## config.mk

```make
export PLATFORM = sky130hd
export DESIGN_NAME = muldiv_unit
export DESIGN_NICKNAME = d
export VERILOG_FILES = /design/src/rtl/muldiv_unit_pkg.sv /design/src/rtl/muldiv_unit.sv
export SDC_FILE = /design/constraint.sdc
export NUM_CORES = 1
export LEC_CHECK = 0
export CAP_MARGIN = 25
export CORE_MARGIN = 2
export CORE_UTILIZATION = 51
export CTS_CLUSTER_SIZE = 8
export DETAILED_ROUTE_END_ITERATION = 8
export PLACE_DENSITY_LB_ADDON = 0.08
export SLEW_MARGIN = 10
export SYNTH_ARGS = -nofsm -noshare
export SYNTH_HDL_FRONTEND = slang
export SYNTH_SLANG_ARGS = --single-unit
export TNS_END_PERCENT = 5
```

## constraint.sdc

```tcl
create_clock -name CLK -period 4.8 [get_ports CLK]
set_clock_uncertainty 0.2 [all_clocks]
set_input_delay 0.48 -clock CLK [delete_from_list [all_inputs] [get_ports CLK]]
set_output_delay 0.48 -clock CLK [all_outputs]
set_load 0.02 [all_outputs]
```

## src/rtl/muldiv_unit_pkg.sv

```systemverilog
// Shared definitions for the register-file side of the core: register address
// width, multiply/divide opcodes and the muldiv sequencer states.
package muldiv_unit_pkg;

    localparam int REG_AW = 5;

    typedef enum logic [1:0] {
        OP_MUL   = 2'b00,
        OP_MULHU = 2'b01,
        OP_DIVU  = 2'b10,
        OP_REMU  = 2'b11
    } op_e;

    typedef enum logic [1:0] {
        S_IDLE = 2'b00,
        S_RUN  = 2'b01,
        S_FIN  = 2'b10
    } state_e;

endpackage

```

## src/rtl/muldiv_unit.sv

```systemverilog
// Iterative unsigned multiply/divide unit: one bit per cycle, fixed latency,
// result written back to the register file through RESULT/AD_OUT/WR.
module muldiv_unit
    import muldiv_unit_pkg::*;
#(
    parameter int WIDTH = 32
) (
    input  logic              CLK,
    input  logic              RST_N,
    input  logic              START,
    input  logic [1:0]        OP,
    input  logic [WIDTH-1:0]  A,
    input  logic [WIDTH-1:0]  B,
    input  logic [REG_AW-1:0] AD_IN,
    output logic              BUSY,
    output logic              DONE,
    output logic [WIDTH-1:0]  RESULT,
    output logic [REG_AW-1:0] AD_OUT,
    output logic              WR
);

    localparam int CW = $clog2(WIDTH) + 1;

    state_e              state_q, state_d;
    logic [CW-1:0]       cnt_q;
    op_e                 op_q;
    logic [REG_AW-1:0]   ad_q;
    logic [WIDTH-1:0]    opd_q;
    logic [2*WIDTH-1:0]  acc_q, acc_step;
    logic                accept, last, is_div, take_hi;

    assign accept  = (state_q == S_IDLE) && START;
    assign last    = (cnt_q == CW'(WIDTH));
    assign is_div  = (op_q == OP_DIVU) || (op_q == OP_REMU);
    assign take_hi = (op_q == OP_MULHU) || (op_q == OP_REMU);

    assign BUSY = (state_q != S_IDLE);
    assign DONE = (state_q == S_FIN);
    assign WR   = DONE;

    // NOTE: every signal written in always_comb gets a default first so no latch is inferred.
    always_comb begin
        state_d = state_q;
        case (state_q)
            S_IDLE:  if (START) state_d = S_RUN;
            S_RUN:   if (last)  state_d = S_FIN;
            S_FIN:   state_d = S_IDLE;
            default: state_d = S_IDLE;
        endcase
    end

    // Shared accumulator: {hi, lo} is {partial sum, multiplier} for multiply
    // and {remainder, quotient} for divide.
    logic [WIDTH:0]   sum, r_sh;
    logic [WIDTH-1:0] diff;
    logic             ge;

    always_comb begin
        sum  = {1'b0, acc_q[2*WIDTH-1:WIDTH]} + (acc_q[0] ? {1'b0, opd_q} : '0);
        r_sh = acc_q[2*WIDTH-1:WIDTH-1];
        ge   = (r_sh >= {1'b0, opd_q});
        diff = r_sh[WIDTH-1:0] - opd_q;
        if (is_div) acc_step = {(ge ? diff : r_sh[WIDTH-1:0]), acc_q[WIDTH-2:0], ge};
        else        acc_step = {sum, acc_q[WIDTH-1:1]};
    end

    // NOTE: sequential state uses non-blocking assignments so all registers update together.
    always_ff @(posedge CLK or negedge RST_N) begin
        if (!RST_N) begin
            state_q <= S_IDLE;
            cnt_q   <= '0;
            RESULT  <= '0;
            AD_OUT  <= '0;
        end else begin
            state_q <= state_d;
            if (accept)
                cnt_q <= '0;
            else if (state_q == S_RUN && !last)
                cnt_q <= cnt_q + 1'b1;
            if (state_q == S_RUN && last) begin
                RESULT <= take_hi ? acc_q[2*WIDTH-1:WIDTH] : acc_q[WIDTH-1:0];
                AD_OUT <= ad_q;
            end
        end
    end

    // NOTE: datapath registers carry no reset; they are always loaded on accept before being read.
    always_ff @(posedge CLK) begin
        if (accept) begin
            op_q  <= op_e'(OP);
            ad_q  <= AD_IN;
            opd_q <= OP[1] ? B : A;
            acc_q <= {{WIDTH{1'b0}}, (OP[1] ? A : B)};
        end else if (state_q == S_RUN && !last) begin
            acc_q <= acc_step;
        end
    end

endmodule

```

==> run summary <==
## Drt
* wire per inst: 19.7 um
* Antenna Nets Post-Route: 0
* sum of routed wire length over all layers: 30.5 mm
* number of search-and-repair iterations in the first detailed-routing pass: 5
* drt drc: 0
* Via density: 5.96
* routed vias: 9238
* Iteration-0 DRC Markers: 455

## Floorplanning
* starting density of the core: 51.8%
* # rows: 53
* DIE AREA: 22600 um^2
* Die Y: 150 um
* floorplan core area: 21000 um^2
* number of ports placed on the die boundary: 114
* Die Wd: 150 um

## Layout
* most frequent standard cell in the layout excluding fill and tap cells: sky130_fd_sc_hd__a21oi_1
* Syn-to-layout area delta: 17.7%
* total inserted antenna cells: 0
* leading cell types in the layout, fill and taps excluded: sky130_fd_sc_hd__a21oi_1, sky130_fd_sc_hd__clkdlybuf4s50_1, sky130_fd_sc_hd__nor2_1, sky130_fd_sc_hd__mux2i_1, sky130_fd_sc_hd__edfxtp_1
* Post-layout nets: 1405
* fraction of final layout cells sized beyond drive strength 1: 8.62%

## Timing
* setup-violating endpoint count in the final report: 0
* number of hold violations in the final report: 0
* part of the cycle the worst path needs: 86.9%
* post-route setup TNS: 0 ns
* final worst slack: 0.628 ns
* max-slew headroom at the worst pin: 36.4%
* slew of the pin with the lowest slew margin: 0.953 ns
* RSZ-0062 raised after global routing: no
* minimum clock period: 4.17 ns
* top achievable clock speed: 240 MHz
* Final Max Slew Viols: 0

## Min path
* class of the most critical hold timing path: input pin to async pin

## Clock network
* number of buffers added by the clock tree synthesis step: 17
* number of cells upsized or downsized after cts: 0
* clock insertion delay at the later pin of the skew report: 0.43 ns
* hold-fix buffers at CTS: 0
* clk slew on worst S/H paths: 0.07 ns
* cell at the root of the clock tree: sky130_fd_sc_hd__clkbuf_16
* number of setup buffers added after CTS: 0
* clock tree from TritonCTS: built
* maximum level of the CTS H-tree: 4
* Max Root-Sink Buffers: 2
* clk sinks: 148

## Setup path
* data arrival time of the critical path: 4.28 ns
* crit path max fanout: 34
* kind of start point of the critical path: flip-flop
* endpoint required time on the critical path: 4.91 ns
* Max stage delay cell, worst path: sky130_fd_sc_hd__edfxtp_1
* CP Class: flip-flop to flip-flop
* Critical Path Sink Type: flip-flop
* Crit Reg-Reg Endpoint: acc_q[61]$_SDFFE_PP0P_
* r2r setup slk: 0.63 ns
* Cell Chain, Critical Path: and2_1 > ha_1 > a211oi_1 > nor2_1 > o41ai_1 > a21oi_1 > o211a_1 > a22oi_1 > a21oi_1 > mux2i_1 > or3_1
* maximum single-stage delay on the critical path: 0.97 ns
* R2R cell count: 11
* most used cell, CP: sky130_fd_sc_hd__a21oi_1
* Reg2Reg Launch Point: acc_q[0]$_DFFE_PP_

## Pwr
* cell internal pwr: 0.00520 W
* sw power: 0.00443 W
* pwr dens: 750 nW/um^2
* Net Sw Frac: 46.0%
* leakage power: 5.42 nW
* post-route total power: 0.00963 W
* relative contribution of sequential cells to total power: 26.6%
* part of the total power dissipated in the clock network: 13.9%
* Combinational Power Share: 59.5%
* worst supply voltage drop on vdd: 0.345 mV

## GRT
* number of antenna violations at the first check in global routing: 1
* largest net degree at the start of global routing: 90
* GRT Residual Overflow: 0
* number of global-route vias before repair: 9022
* global-route wire length before repair: 47.4 mm
* total track usage: 27.4%

## Logic synthesis
* #FFs+latches synth: 148
* prevailing post-synth register cell: sky130_fd_sc_hd__edfxtp_1
* Mapped Nets: 1321
* number of synthesized flops with an enable pin: 71
* count of cell types in the netlist: 81
* share of the yosys chip area belonging to registers: 35.8%
* Post-Syn Area: 10900 um^2
* ys async rst share: 30.4%
* instance count of the mapped netlist: 1179
* synthesized area divided by synthesized cell count: 9.24 um^2
* YS warnings: 0

## Placement
* Post-DP HPWL: 22.7 mm
* quantity of I/O buffers inserted on ports: 113
* worst setup slack after placement: 0.782 ns
* last weighted congestion value of the routability-driven placer: 0.907

## Run status
* result of the run: complete, no violations

## Job
* # Max-Cap Violations: 0

metrics by stage:
stage	util, %	cell area [um^2]	instances	hold WS [ns]
after global routing	61.0	12800	1551	0.287
final	61.0	12800	1551	0.265
after detailed placement	58.1	12200	1517	0.266
after global placement	58.1	12200	1517	0.258
after CTS	60.9	12800	1549	0.0527
after floorplan	-	10900	1179	-0.0156
how the worst max path moves through the flow:
stage                     slack [ns]                      to                from  cells past startpoint
after floorplan                 1.46  acc_q[61]$_SDFFE_PP0P_  acc_q[0]$_DFFE_PP_                     13
after global placement          0.87  acc_q[61]$_SDFFE_PP0P_  acc_q[0]$_DFFE_PP_                     12
after detailed placement        0.78  acc_q[61]$_SDFFE_PP0P_  acc_q[0]$_DFFE_PP_                     12
after CTS                       0.71  acc_q[61]$_SDFFE_PP0P_  acc_q[0]$_DFFE_PP_                     11
after global routing            0.43  acc_q[61]$_SDFFE_PP0P_  acc_q[0]$_DFFE_PP_                     11
final                           0.63  acc_q[61]$_SDFFE_PP0P_  acc_q[0]$_DFFE_PP_                     11
layout make-up:
class                   count  area [um^2]
fillers                  1804         8190
multi-input cells         917         6540
flip-flops and latches    148         3900
repair buffers            128         1260
clock buffers              20          479
well taps                 275          344
inverters                  51          193
clock inverters            12          108
logic make-up (layout without fill, tap and decap cells):
logic type                 Yosys count  in the layout  share of synthesized area [%]
adders and majority gates           68             68                           7.94
DFF                                148            148                           35.8
and+or+nand+nor                    310            310                           14.4
buffers and inverters              114            211                           4.33
muxes                              118            118                           11.3
AOI/OAI and AO/OA                  365            365                           21.8
xor gates and xnor gates            56             56                           4.50
routing by layer:
layer	vias to the layer above	global-route usage (%)	wire length [um]
met5	-	0	13
met4	2	14.2	1470
met3	79	3.88	1080
met2	222	48.2	15100
met1	4413	32.3	12800
li1	4522	-	-
worst max-delay path, delay by kind of cell, from the launching register on:
family	cells	cell delay, ns
AOI/OAI and AO/OA	6	1.73
DFF	1	0.97
and+or+nand+nor	3	0.70
adders and majority gates	1	0.30
muxes	1	0.14
flip-flops by register name, summed over array words and instances (netlist names):
register	flops
RESULT	32
op_q	2
AD_OUT	5
acc_q	64
cnt_q	6
state_q	2
opd_q	32
ad_q	5
cell usage after synthesis, types with 11 or more instances:
cell type                  instances  area (um^2)
sky130_fd_sc_hd__a21oi_1         135          676
sky130_fd_sc_hd__nor2_1           89          334
sky130_fd_sc_hd__mux2i_1          77          771
sky130_fd_sc_hd__edfxtp_1         71         2130
sky130_fd_sc_hd__ha_1             66          826
sky130_fd_sc_hd__nand2_1          61          229
sky130_fd_sc_hd__o21ai_0          59          295
sky130_fd_sc_hd__inv_1            50          188
sky130_fd_sc_hd__a211oi_1         45          338
sky130_fd_sc_hd__dfrtp_1          45         1130
sky130_fd_sc_hd__clkbuf_1         44          165
sky130_fd_sc_hd__mux2_2           37          417
sky130_fd_sc_hd__and2_1           36          225
sky130_fd_sc_hd__nor2b_1          33          206
sky130_fd_sc_hd__dfxtp_1          32          641
sky130_fd_sc_hd__xor2_1           31          272
sky130_fd_sc_hd__xnor2_1          25          219
sky130_fd_sc_hd__a21o_1           21          158
sky130_fd_sc_hd__nand3_1          18         90.1
sky130_fd_sc_hd__o21ai_1          16         80.1
sky130_fd_sc_hd__nand4_1          15         93.8
sky130_fd_sc_hd__nand2b_1         13         81.3
sky130_fd_sc_hd__o211a_1          11          110
power by group through the flow:
| stage | Clock [W] | Sequential, W | Combinational, W |
|---|---|---|---|
| after floorplan | 0 | 0.00250 | 0.00412 |
| after global placement | 0 | 0.00258 | 0.00559 |
| after detailed placement | 0 | 0.00258 | 0.00566 |
| after CTS | 0.00135 | 0.00256 | 0.00571 |
| after global routing | 0.00140 | 0.00263 | 0.00630 |
| final | 0.00134 | 0.00256 | 0.00573 |
Power figures use the tool's default switching activity.
